**config.mk**
```make
export PLATFORM = sky130hd
export DESIGN_NAME = apu_irq_ctrl_flat
export DESIGN_NICKNAME = d
export VERILOG_FILES = /design/src/rtl/apu_irq_ctrl_if.sv /design/src/rtl/apu_irq_ctrl.sv /design/src/flat_wrapper.sv
export SDC_FILE = /design/constraint.sdc
export NUM_CORES = 1
export LEC_CHECK = 0
export ABC_CLOCK_PERIOD_IN_PS = 3800
export CAP_MARGIN = 20
export CORE_MARGIN = 2
export CORE_UTILIZATION = 40
export DETAILED_ROUTE_END_ITERATION = 12
export PLACE_DENSITY = 0.95
export SLEW_MARGIN = 25
export SYNTH_ARGS = -nofsm -noshare
export SYNTH_HDL_FRONTEND = slang
export SYNTH_SLANG_ARGS = --single-unit
```
**constraint.sdc**
```tcl
create_clock -name clk -period 3.8 [get_ports clk]
set_input_delay 1.14 -clock clk [delete_from_list [all_inputs] [get_ports clk]]
set_output_delay 1.14 -clock clk [all_outputs]
set_load 0.01 [all_outputs]
```
**src/rtl/apu_irq_ctrl_if.sv**
```systemverilog
// AHB-Lite bus bundle for the APU interrupt aggregator's register port.
// The master modport is the bus side (CPU/interconnect) and the slave
// modport is the register block.
interface apu_irq_ctrl_if;
    logic [15:0] haddr;
    logic [1:0]  htrans;
    logic        hwrite;
    logic [2:0]  hsize;
    logic        hready;
    logic [31:0] hwdata;
    logic        hready_resp;
    logic        hresp;
    logic [31:0] hrdata;

    modport master (
        output haddr,
        output htrans,
        output hwrite,
        output hsize,
        output hready,
        output hwdata,
        input  hready_resp,
        input  hresp,
        input  hrdata
    );

    modport slave (
        input  haddr,
        input  htrans,
        input  hwrite,
        input  hsize,
        input  hready,
        input  hwdata,
        output hready_resp,
        output hresp,
        output hrdata
    );
endinterface

```
**src/rtl/apu_irq_ctrl.sv**
```systemverilog
// APU interrupt aggregator: latches level and edge requests, masks them
// with ENABLE, merges in software-forced requests and presents a single
// registered interrupt plus the lowest-numbered active source to the CPU.
// Configured through a zero-wait-state AHB-Lite slave port.
module apu_irq_ctrl #(
    parameter int                N_IRQ    = 8,
    parameter logic [N_IRQ-1:0]  IRQ_EDGE = '0
) (
    input  logic             clk,
    input  logic             rst_n,
    apu_irq_ctrl_if.slave    ahbls,
    input  logic [N_IRQ-1:0] irq_src,
    output logic             irq,
    output logic [4:0]       irq_num
);

    // Register map, selected by word address bits [4:2]
    typedef enum logic [2:0] {
        REG_ENABLE  = 3'd0,
        REG_PENDING = 3'd1,
        REG_FORCE   = 3'd2,
        REG_NEXT    = 3'd3,
        REG_RAW     = 3'd4
    } reg_sel_e;

    // Data-phase bookkeeping captured from the address phase
    logic       dphase_q;
    logic       dwrite_q;
    reg_sel_e   dsel_q;

    // Architectural state
    logic [N_IRQ-1:0] enable_q;
    logic [N_IRQ-1:0] force_q;
    logic [N_IRQ-1:0] pending_q;
    logic [N_IRQ-1:0] src_q;

    // Derived combinational signals
    logic             wr_strobe;
    logic [N_IRQ-1:0] wdata;
    logic [N_IRQ-1:0] pending_nxt;
    logic [N_IRQ-1:0] w1c_mask;
    logic [N_IRQ-1:0] edge_set;
    logic [N_IRQ-1:0] active;
    logic             next_valid;
    logic [4:0]       next_idx;
    logic             unused_bus;

    // The slave never stalls and never errors, even while in reset
    assign ahbls.hready_resp = 1'b1;
    assign ahbls.hresp       = 1'b0;

    // Transfer size and the undecoded address/data bits carry no meaning here
    assign unused_bus = ^{ahbls.hsize, ahbls.haddr[15:5], ahbls.haddr[1:0],
                          ahbls.htrans[0], ahbls.hwdata};

    // Capture the address phase so the following data phase knows its target
    always_ff @(posedge clk or negedge rst_n) begin
        if (!rst_n) begin
            dphase_q <= 1'b0;
            dwrite_q <= 1'b0;
            dsel_q   <= REG_ENABLE;
        end else if (ahbls.hready) begin
            dphase_q <= ahbls.htrans[1];
            if (ahbls.htrans[1]) begin
                dwrite_q <= ahbls.hwrite;
                dsel_q   <= reg_sel_e'(ahbls.haddr[4:2]);
            end
        end
    end

    // A write lands on the edge that ends its data phase
    assign wr_strobe = dphase_q & dwrite_q & ahbls.hready;
    assign wdata     = ahbls.hwdata[N_IRQ-1:0];

    // Sample the request inputs; RAW reads and edge detection both use this
    always_ff @(posedge clk or negedge rst_n) begin
        if (!rst_n) begin
            src_q <= '0;
        end else begin
            src_q <= irq_src;
        end
    end

    // Software-owned mask and force registers
    always_ff @(posedge clk or negedge rst_n) begin
        if (!rst_n) begin
            enable_q <= '0;
            force_q  <= '0;
        end else if (wr_strobe) begin
            if (dsel_q == REG_ENABLE) begin
                enable_q <= wdata;
            end
            if (dsel_q == REG_FORCE) begin
                force_q <= wdata;
            end
        end
    end

    // Level bits follow the input; edge bits set on a rising edge (winning
    // over a simultaneous clear) and are cleared by writing 1 to PENDING
    always_comb begin
        w1c_mask    = '0;
        edge_set    = irq_src & ~src_q;
        if (wr_strobe && (dsel_q == REG_PENDING)) begin
            w1c_mask = wdata;
        end
        pending_nxt = (IRQ_EDGE & (edge_set | (pending_q & ~w1c_mask)))
                    | (~IRQ_EDGE & irq_src);
    end

    // Pending request latch
    always_ff @(posedge clk or negedge rst_n) begin
        if (!rst_n) begin
            pending_q <= '0;
        end else begin
            pending_q <= pending_nxt;
        end
    end

    // Lowest-numbered active source wins
    always_comb begin
        active     = (pending_q | force_q) & enable_q;
        next_valid = |active;
        next_idx   = 5'd0;
        for (int i = N_IRQ - 1; i >= 0; i--) begin
            if (active[i]) begin
                next_idx = 5'(i);
            end
        end
    end

    // Registered interrupt outputs so the CPU sees a glitch-free line
    always_ff @(posedge clk or negedge rst_n) begin
        if (!rst_n) begin
            irq     <= 1'b0;
            irq_num <= 5'd0;
        end else begin
            irq     <= next_valid;
            irq_num <= next_idx;
        end
    end

    // Read data reflects current register state during a read data phase
    always_comb begin
        ahbls.hrdata = 32'd0;
        if (dphase_q && !dwrite_q) begin
            case (dsel_q)
                REG_ENABLE:  ahbls.hrdata = 32'(enable_q);
                REG_PENDING: ahbls.hrdata = 32'(pending_q);
                REG_FORCE:   ahbls.hrdata = 32'(force_q);
                REG_NEXT:    ahbls.hrdata = {next_valid, 26'd0, next_idx};
                REG_RAW:     ahbls.hrdata = 32'(src_q);
                default:     ahbls.hrdata = 32'd0;
            endcase
        end
    end

endmodule

```
**src/flat_wrapper.sv**
```systemverilog
// flat-port wrapper written by rule: the top's interface ports become plain ports
module apu_irq_ctrl_flat 
#(
    parameter int                N_IRQ    = 8,
    parameter logic [N_IRQ-1:0]  IRQ_EDGE = '0
)
  (clk, rst_n, irq_src, irq, irq_num, ahbls_haddr, ahbls_htrans, ahbls_hwrite, ahbls_hsize, ahbls_hready, ahbls_hwdata, ahbls_hready_resp, ahbls_hresp, ahbls_hrdata);
  apu_irq_ctrl_if ahbls_i ();
  input  logic clk;
  input  logic rst_n;
  input  logic [N_IRQ-1:0] irq_src;
  output logic irq;
  output logic [4:0] irq_num;
  input wire logic [$bits(ahbls_i.haddr)-1:0] ahbls_haddr;
  input wire logic [$bits(ahbls_i.htrans)-1:0] ahbls_htrans;
  input wire logic [$bits(ahbls_i.hwrite)-1:0] ahbls_hwrite;
  input wire logic [$bits(ahbls_i.hsize)-1:0] ahbls_hsize;
  input wire logic [$bits(ahbls_i.hready)-1:0] ahbls_hready;
  input wire logic [$bits(ahbls_i.hwdata)-1:0] ahbls_hwdata;
  output wire logic [$bits(ahbls_i.hready_resp)-1:0] ahbls_hready_resp;
  output wire logic [$bits(ahbls_i.hresp)-1:0] ahbls_hresp;
  output wire logic [$bits(ahbls_i.hrdata)-1:0] ahbls_hrdata;
  assign ahbls_i.haddr = ahbls_haddr;
  assign ahbls_i.htrans = ahbls_htrans;
  assign ahbls_i.hwrite = ahbls_hwrite;
  assign ahbls_i.hsize = ahbls_hsize;
  assign ahbls_i.hready = ahbls_hready;
  assign ahbls_i.hwdata = ahbls_hwdata;
  assign ahbls_hready_resp = ahbls_i.hready_resp;
  assign ahbls_hresp = ahbls_i.hresp;
  assign ahbls_hrdata = ahbls_i.hrdata;
  apu_irq_ctrl #(.N_IRQ(N_IRQ), .IRQ_EDGE(IRQ_EDGE)) u_core (.clk(clk), .rst_n(rst_n), .ahbls(ahbls_i), .irq_src(irq_src), .irq(irq), .irq_num(irq_num));
endmodule
```
# Yosys cells after proc, flatten, opt, wreduce, memory -nomap -nowiden
# Index checks and enable logic that the tools add are counted.
[classes] eq_ne=4 n_reduce_logical=8 muxes=10 bitwise=4
[op_table] operator="case mux 32 bit (4 select lines)" count=1
[op_table] operator="2-to-1 mux 5 bit" count=7
[op_table] operator="2-to-1 mux 32 bit" count=1
[op_table] operator="bitwise AND 8 bit" count=1
[op_table] operator="bitwise OR 8 bit" count=1
[op_table] operator="OR reduction 8 bit" count=1
[op_table] operator="equality test 3 x 2 -> 1 bit, second input constant" count=2
[op_table] operator="AND reduction 2 bit" count=3
[op_table] operator="equality test 3 x 1 -> 1 bit, second input constant" count=1
[op_table] operator="equality test 3 bit, second input constant" count=1
[op_table] operator="logical NOT 3 bit" count=1
[op_table] operator="2-to-1 mux 3 bit" count=1
[op_table] operator="bitwise AND 1 bit" count=2
[op_table] operator="OR reduction 2 bit" count=1
[op_table] operator="logical AND 1 bit" count=1
[op_table] operator="logical NOT 1 bit" count=1
[word_totals] ff_bits=35 output_inout_bits=40 input_bits=65

# Depth between registers and ports, before layout
# Gate-level depths: netlist of run 1.
[depth] ltp_word=12 depth_mapped=5 mapped_depth_nobuf=4

# Worst setup path after synthesis of run 1
# No wires, ideal clock.
[synth_path] path_kind="register -> output" start="reg u_core.dsel_q[2]" end="out ahbls_hrdata[1]" required_time_ns=2.660 path_stages_with_launch=5 n_path_buf=1 path_slack_ns=1.259 t_arrival_ns=1.401 cell_sequence="dfrtp_1 buf_4 nor3b_1 and3_1 a221o_1"
[synth_via] elab_chain_len=4 word_cells_on_any_way=8
[synth_rtl] element="start, declared" line_no="apu_irq_ctrl.sv:29" text="reg_sel_e dsel_q;"
[synth_rtl] element="start signal, assigned" line_no="apu_irq_ctrl.sv:66" text="dsel_q <= reg_sel_e'(ahbls.haddr[4:2]);"
[synth_rtl] element="equality test 3 bit or equality test 3 x 1 -> 1 bit (tied branches)"
[synth_rtl] element="OR reduction 2 bit (no source line)"
[synth_rtl] element="case mux 32 bit (4 select lines) *" line_no="apu_irq_ctrl.sv:147" text="case (dsel_q)"
[synth_rtl] element="2-to-1 mux 32 bit *" line_no="apu_irq_ctrl.sv:146" text="if (dphase_q && !dwrite_q) begin"
[synth_rtl] element="end, declared" line_no="flat_wrapper.sv:22" text="output wire logic [$bits(ahbls_i.hrdata)-1:0] ahbls_hrdata;"
# Mark *: on every way between the ends. The rest lies on a longest branch, timed or not.

# Worst setup path in the final report of run 1
# Ends and elaborated chain as after synthesis.

==> run summary, run 1 <==
For the sequential power share, the log shows 46.4%. The area added between synthesis and finish was 21.9%. At the end of the flow the core is filled with cells to 49.9%.

In the final design database the tool counted 256 nets. In this run the clock root is driven by a clkbuf_8. In the synthesized netlist, the number of instances is 151. The tools report the reg-to-reg startpoint as u_core.dsel_q[1].

For the effective utilization at floorplan, the log shows 40.9%. The detailed router placed 1256 vias in this run. The arrival time at the worst endpoint was 2.40 ns. The max capacitance violation total is 0. The count of yosys warnings during synthesis is 0, and the fraction of power spent switching nets is 32.0%.

The tools report the worst IR drop on VDD as 256 uV. Ranked by total cell area, the synthesized netlist is headed by dfrtp_1 47%, buf_4 12%, mux2_2 7.7%, mux2_4 6.8%, o21ai_0 3.4%. The H-tree generated during clock tree synthesis spans 2 levels. Switching power summed over all nets: 363 uW.

The floorplan step defined a core boundary enclosing 0.00429 mm^2. The tools report the source-to-sink clock delay at the later pin of the worst-skew pair as 0.29 ns. TritonCTS created 5 clock buffers. Largest driver fanout on the critical path: 10. Input and output buffers added on the ports amount to 36. The number of pins with negative max-slew slack in the final report is 0, and the width of the die is 70.3 um. The critical path goes through xor2_1 > a22oi_1 > nor3_1 > a221o_1 > clkdlybuf4s50_1.

The worst-case reg-to-reg path depth was 3. Setup violations remaining at the end of the flow were counted as 0. In this run the mean area of a mapped cell was 11.6 um^2. STA classifies the critical path endpoint as an output port. The run gives 244 as the final cell count without fillers. The first TritonRoute pass finished after 4 iterations.

Counting I/O delays and the setup requirement, the final critical path takes 3.54 ns. The area fraction of the dominant cell type after synthesis was 47.0%; the total overflow reported by the global router was 0. The library cells used most frequently in the layout, excluding fill and tap cells, are 36 x clkdlybuf4s50_1, 33 x dfrtp_1, 27 x conb_1, 12 x o21ai_0, 12 x mux2_2. Headroom to the max-slew limit came out at 62.2%. The number of hold violations in the final report is 0, and the setup TNS is 0 ns.

The kind of launch point of the worst setup path was a register. The tools report the count of antenna diodes in the layout as 0. The tools report the number of design rule violations left after detail routing as 0. The total clock sinks is 33, and the share of the cycle needed by the critical path after routing is 93.1%. For this design, the CTS-stage hold fixing added 0 buffers.

The post-synthesis cell type with the largest combined area was dfrtp_1. The flow ran to the end, and the final reports show no timing, DRC or antenna violations. The first global-routing pass estimated 5700 um of wire. The HPWL after detailed placement is 2550 um.

The maximum number of pins on one net before global-route repair is 34. For this block, the routed nets add up to 3510 um of wire. The number of antenna violations at the first check in global routing was 0; the synthesis-stage register bit count was 33. Timing would allow up to 283 MHz. The endpoint of the worst hold path is u_core.enable_q[5]. TritonCTS built the clock tree. For the total placed cells including tap cells, the log shows 236. The final worst clock skew is 0.00733 ns. The slowest stage of the critical path belongs to the cell clkdlybuf4s50_1.

Global routing used 14.9% of the available tracks. For the final worst hold slack, the log shows 0.537 ns. For the global placement routability congestion, the log shows 0.847. Commonest non-fill, non-tap cell in the layout: clkdlybuf4s50_1. Of the total power, combinational logic draws 31.3%.

For the pin with the worst max-slew slack, the measured transition is 0.565 ns. Hold path depth: 1. The internal portion of the total power is 772 uW. The clock network accounts for 22.3% of the total power. For flop-to-flop paths, the worst setup slack is 2.00 ns. Gates resized during post-CTS repair numbered 0. Setup repair after global routing left no endpoint under its margin. The run gives 2 as the worst-case clock buffer depth. The cell family with the largest share of critical-path delay was buffers and inverters. The sequential-to-total area share from yosys stat was 47.0%; the leakage power was 0.974 nW. The logs give 55 for the DRC marker count from the first detailed-route iteration and 0.00176 mm^2 for the netlist area before placement. The netlist uses 36 different library cells.

The tightest min-delay check is of the register to register type. After clock tree synthesis, the setup repair step added 0 buffers. The die span in y was 70.3 um. The tools report the endpoint of the lowest-slack register-to-register path as u_core.force_q[4]. Clock-pin slew was measured on the worst setup and hold paths at 0.06 ns. The top-level port count was 105; the post-detailed-route count of antenna-violating nets was 0.

The biggest cell delay along the critical path works out to 0.54 ns. The fraction of layout cells with a size suffix above 1 was 16.7%. The ratio of total power to cell area was 530 mW/mm^2; the post-route total power was 1.13 mW.

The number of buffer and inverter stages on the critical path was 1. The initialized floorplan defines 24 standard-cell rows. The logs give 0.00494 mm^2 for the die area and 1247 for the number of global-route vias before repair. The critical path in this run is classified as register to output port.

The startpoint of the tightest hold check path was u_core.enable_q[5]. Required time at the endpoint of the critical path: 2.66 ns. In the final routed layout, each cell accounts on average for 14.4 um. The number of vias per cell works out to 5.15.
## power groups by stage
stage          sequential [mW]  clock (mW)  combinational, mW
2_1_floorplan            0.510           0              0.258
6_report                 0.526       0.253              0.355
5_1_grt                  0.540       0.273              0.383
3_5_place_dp             0.530           0              0.352
4_1_cts                  0.525       0.259              0.355
3_3_place_gp             0.519           0              0.338
## Yosys cell counts (all sizes together)
library cell,n
a22o,4
a31oi,1
dfrtp,33
nor3b,1
nand2,3
a22oi,7
o21a,2
or3,1
nor3,3
a21o,1
a311oi,1
nand3b,1
a221o,2
inv,3
buf,30
nand4,2
nor2b,2
o21ai,12
mux2i,1
mux2,20
a32oi,1
xor2,1
conb,2
and3,1
and2,1
nor2,7
nand4b,1
or2,1
clkinv,1
and4b,1
nand2b,1
nand3,1
o211ai,2
## cell families (layout without fill, tap and decap cells)
family / after synthesis / after routing / synth area share, %
AOI/OAI and AO/OA: 33 / 33 / 13.0
xor gates and xnor gates: 1 / 1 / 0.498
buffers and inverters: 34 / 50 / 14.1
DFF: 33 / 33 / 47.0
muxes: 21 / 21 / 15.1
other: 2 / 27 / 0.427
and+or+nand+nor: 27 / 27 / 9.89
## flip-flops by register name, summed over array words and instances (netlist names)
name,count
u_core.force_q,8
u_core.dwrite_q,1
u_core.dphase_q,1
u_core.enable_q,8
u_core.src_q,8
u_core.dsel_q,3
u_core.irq_num,3
u_core.irq,1
## worst max-delay path by stage
stage | start | to | slack, ns | depth (start not counted)
2_1_floorplan | u_core.dsel_q[2] | ahbls_hrdata[1] | 1.26 | 4
5_1_grt | u_core.dsel_q[2] | ahbls_hrdata[2] | 0.10 | 5
3_3_place_gp | u_core.dsel_q[2] | ahbls_hrdata[1] | 0.64 | 5
3_5_place_dp | u_core.dsel_q[2] | ahbls_hrdata[1] | 0.61 | 5
4_1_cts | u_core.dsel_q[2] | ahbls_hrdata[1] | 0.25 | 5
6_report | u_core.dsel_q[2] | ahbls_hrdata[1] | 0.26 | 5
## through the flow
stage / worst slack, ns / cell area, um^2
6_report: 0.262 / 2140
5_1_grt: 0.101 / 2140
4_1_cts: 0.251 / 2140
3_5_place_dp: 0.610 / 2060
3_3_place_gp: 0.637 / 2060
2_1_floorplan: 1.26 / 1850
## area by class of cell
type | instances | area [um^2]
clock buffer | 6 | 72.6
clock inverter | 2 | 10.0
fill | 388 | 2150
inverter | 4 | 15.0
multi-input combinational | 109 | 778
sequential | 33 | 826
tap | 52 | 65.1
timing repair buffer | 38 | 375
## per-layer routing
| layer | GRT usage [%] | wire length (um) |
|---|---|---|
| met2 | 23.9 | 1700 |
| met4 | 9.62 | 82 |
| met5 | 0 | 0 |
| met1 | 17.8 | 1490 |
| met3 | 3.61 | 234 |
Power figures use the tool's default switching activity.
==> run 2, diff against run 1 <==
- ABC_CLOCK_PERIOD_IN_PS: 3800 -> 3000
- CORE_UTILIZATION: 40 -> 34
- GPL_ROUTABILITY_DRIVEN: not set -> 0
- PLACE_DENSITY: 0.95 -> 0.89
- clock period: 3.8 -> 3 ns (I/O delays scaled with it)
==> run summary, run 2 (synthesis gave the netlist of run 1 again) <==
The number of antenna violations at the first check in global routing is 0 (unchanged), and the DRC marker count from the first detailed-route iteration is 33 (-40%). The run gives 1.09 nW (+12%) as the leakage power. Area occupied by multi-input gates: 803 um^2 (+3.2%). The fraction of layout cells with a size suffix above 1 was 23.9% (+7.2 points).

In the final layout, the registers with the most flip-flops are u_core.enable_q: 8 flops, u_core.force_q: 8 flops, u_core.src_q: 8 flops. The total CTS buffers is 5 (unchanged). The critical setup path kind is register to output port.

The run gives 0.00504 mm^2 (+17%) as the area of the core. The largest driver fanout on the critical path works out to 8 (-2). The worst hold path terminates at u_core.enable_q[3]. The hold path depth is 1 (unchanged), and the worst IR drop on VDD is 306 uV (+19%). The tools report the standard-cell row count as 26 (+8.3%).

The tools report the top-level port count as 105 (unchanged). The die span in y was 75.9 um (+8.0%); the deepest level of the CTS H-tree was 2 (unchanged). The share of the cycle needed by the critical path after routing was 98.4%. The worst-case clock buffer depth came out at 2 (unchanged). The run gives 1.21 ns (-0.79 ns) as the worst reg-to-reg setup slack.

The run gives 2660 um (+4.0%) as the HPWL after detailed placement. The area growth from synthesis to layout is 29.3%. The max capacitance violation total was 0 (unchanged). The startpoint of the tightest hold check path is u_core.enable_q[3].

The worst setup timing slack at the placement stage is 0.100 ns (-0.510 ns). The tools report the setup TNS as 0 ns (unchanged). The reg-to-reg startpoint is u_core.dsel_q[0].

The post-detailed-route count of antenna-violating nets was 0 (unchanged); the total placed cells including tap cells was 258 (+9.3%). The tools report the number of pins with negative max-slew slack in the final report as 0 (unchanged). The required time at the endpoint of the critical path is 2.10 ns (-0.56 ns), and the post-layout instance area is 0.00227 mm^2 (+6.1%). The tools report the kind of launch point of the worst setup path as a register. The tools report the die area as 0.00576 mm^2 (+17%). The cell area after placement came out at 0.00211 mm^2 (+2.6%). For the total of endpoints with negative setup slack in the final report, the log shows 0 (unchanged). The ratio of total power to cell area came out at 698 mW/mm^2 (+32%).

The source-to-sink clock delay at the later pin of the worst-skew pair was 0.29 ns (about the same). Leaving out fill and tap cells, the most frequent cells in the layout are 31 x clkdlybuf4s50_1, 30 x dfrtp_1, 27 x conb_1, 12 x mux2_2, 8 x mux2_4. The tools report the total overflow reported by the global router as 0 (unchanged). The total clock sinks came out at 33 (unchanged). The number of vias per cell was 4.69 (-8.8%). STA classifies the critical path endpoint as an output port. Leaving out fill and tap cells, the most frequent cell in the layout is clkdlybuf4s50_1.

The sequential cell area was 830 um^2 (+0.45%). The tools report the endpoint of the lowest-slack register-to-register path as u_core.enable_q[7]. The effective utilization at floorplan was 34.9% (-6.1 points).

Worst-case reg-to-reg path depth: 3 (unchanged). The class of the worst hold path was register to register. Overall routing resource usage: 13.3% (-1.6 points). The count of port buffers added during placement is 36 (unchanged). The clock edge transition at the registers on the reported setup and hold paths was 0.07 ns (about the same); the worst setup margin was 0.0485 ns (-0.213 ns).

The run gives 4 (unchanged) as the number of optimization iterations in the first detailed-route pass. The run gives 267 (+9.4%) as the final cell count without fillers. Post-route total power: 1.59 mW (+40%).

The final-stage net count came out at 261 (+2.0%). The number of design rule violations left after detail routing was 0 (unchanged). The flow ran to the end, and the final reports show no timing, DRC or antenna violations. Based on the critical path, the design can be clocked at up to 339 MHz.

The arrival time at the worst endpoint came out at 2.05 ns (-0.35 ns). The average routed wire per standard cell is 13.5 um (-5.9%), and the first-pass GRT wire length is 6060 um (+6.3%). TritonCTS built the clock tree. CTS placed an instance of clkbuf_8 at the clock tree root.

The number of global-route vias before repair is 1232 (-1.2%), and the number of fill cells is 479 (+23%). Width of the die: 75.9 um (+8.0%). Number of hold violations in the final report: 0 (unchanged). The smallest clock period supported by the final layout is computed as 2.95 ns. The worst max-slew margin expressed relative to the limit was 61.3% (-0.88 points); the count of antenna diodes in the layout was 0 (unchanged).

The maximum number of pins on one net before global-route repair is 34 (unchanged), and the total via count after detailed routing is 1253 (-0.24%). Final worst clock skew: 0.00668 ns (-0.000650 ns). The slew at the pin closest to its max-slew limit works out to 0.581 ns (+0.0152 ns).

Total wirelength of the detailed-routed design: 3610 um (+3.0%). The number of hold buffers added after cts came out at 0 (unchanged).
-- run 2: area by class of cell --
| cell class | instances | area share, % |
|---|---|---|
| timing repair buffer | 43 | 18.5 |
| tap | 70 | 3.85 |
| clock buffer | 7 | 3.80 |
| clock inverter | 1 | 1.32 |
| multi-input combinational | 109 | 35.3 |
| sequential | 33 | 36.5 |
| inverter | 4 | 0.660 |
-- run 2: report_power, final --
group	switching [mW]	internal, mW
clock network	0.163	0.271
registers	0.102	0.566
logic	0.206	0.278
total	0.471	1.12
-- run 2: how the worst max path moves through the flow --
stage | start | end | cells past startpoint
2_1_floorplan | u_core.dsel_q[2] | ahbls_hrdata[1] | 4
3_3_place_gp | u_core.force_q[4] | ahbls_hrdata[1] | 5
3_5_place_dp | u_core.src_q[4] | ahbls_hrdata[1] | 5
4_1_cts | u_core.src_q[2] | ahbls_hrdata[31] | 5
5_1_grt | u_core.dsel_q[2] | ahbls_hrdata[7] | 6
6_report | u_core.dsel_q[2] | ahbls_hrdata[7] | 6
-- run 2: per-layer routing --
layer  routed length, um  global-route usage (%)  vias up
met5                   0                       0        -
met4                  38                    4.18        0
met3                 295                    3.57        3
met2                1770                    22.3       73
met1                1510                    16.7      604
li1                    -                       -      573
-- run 2: per-stage QoR --
stage	utilization (%)	hold WS [ns]
final	45.1	0.534
after floorplan	-	0.497
after CTS	44.8	0.536
after global placement	41.9	0.511
after global routing	45.1	0.555
after detailed placement	41.9	0.522
-- run 2: critical path, stage by stage (launching register included) --
cell             delay [ns]
dfrtp_2                0.47
xor2_1                 0.17
buf_4                  0.17
a22o_1                 0.22
a22oi_1                0.18
nor2_1                 0.07
clkdlybuf4s50_1        0.48
-- run 2: timing repair --
item	4_1_cts	5_1_grt
endpoints found under the setup margin	7	4
buffers inserted	1	0
gates resized for setup	14	7
pin swaps	0	0
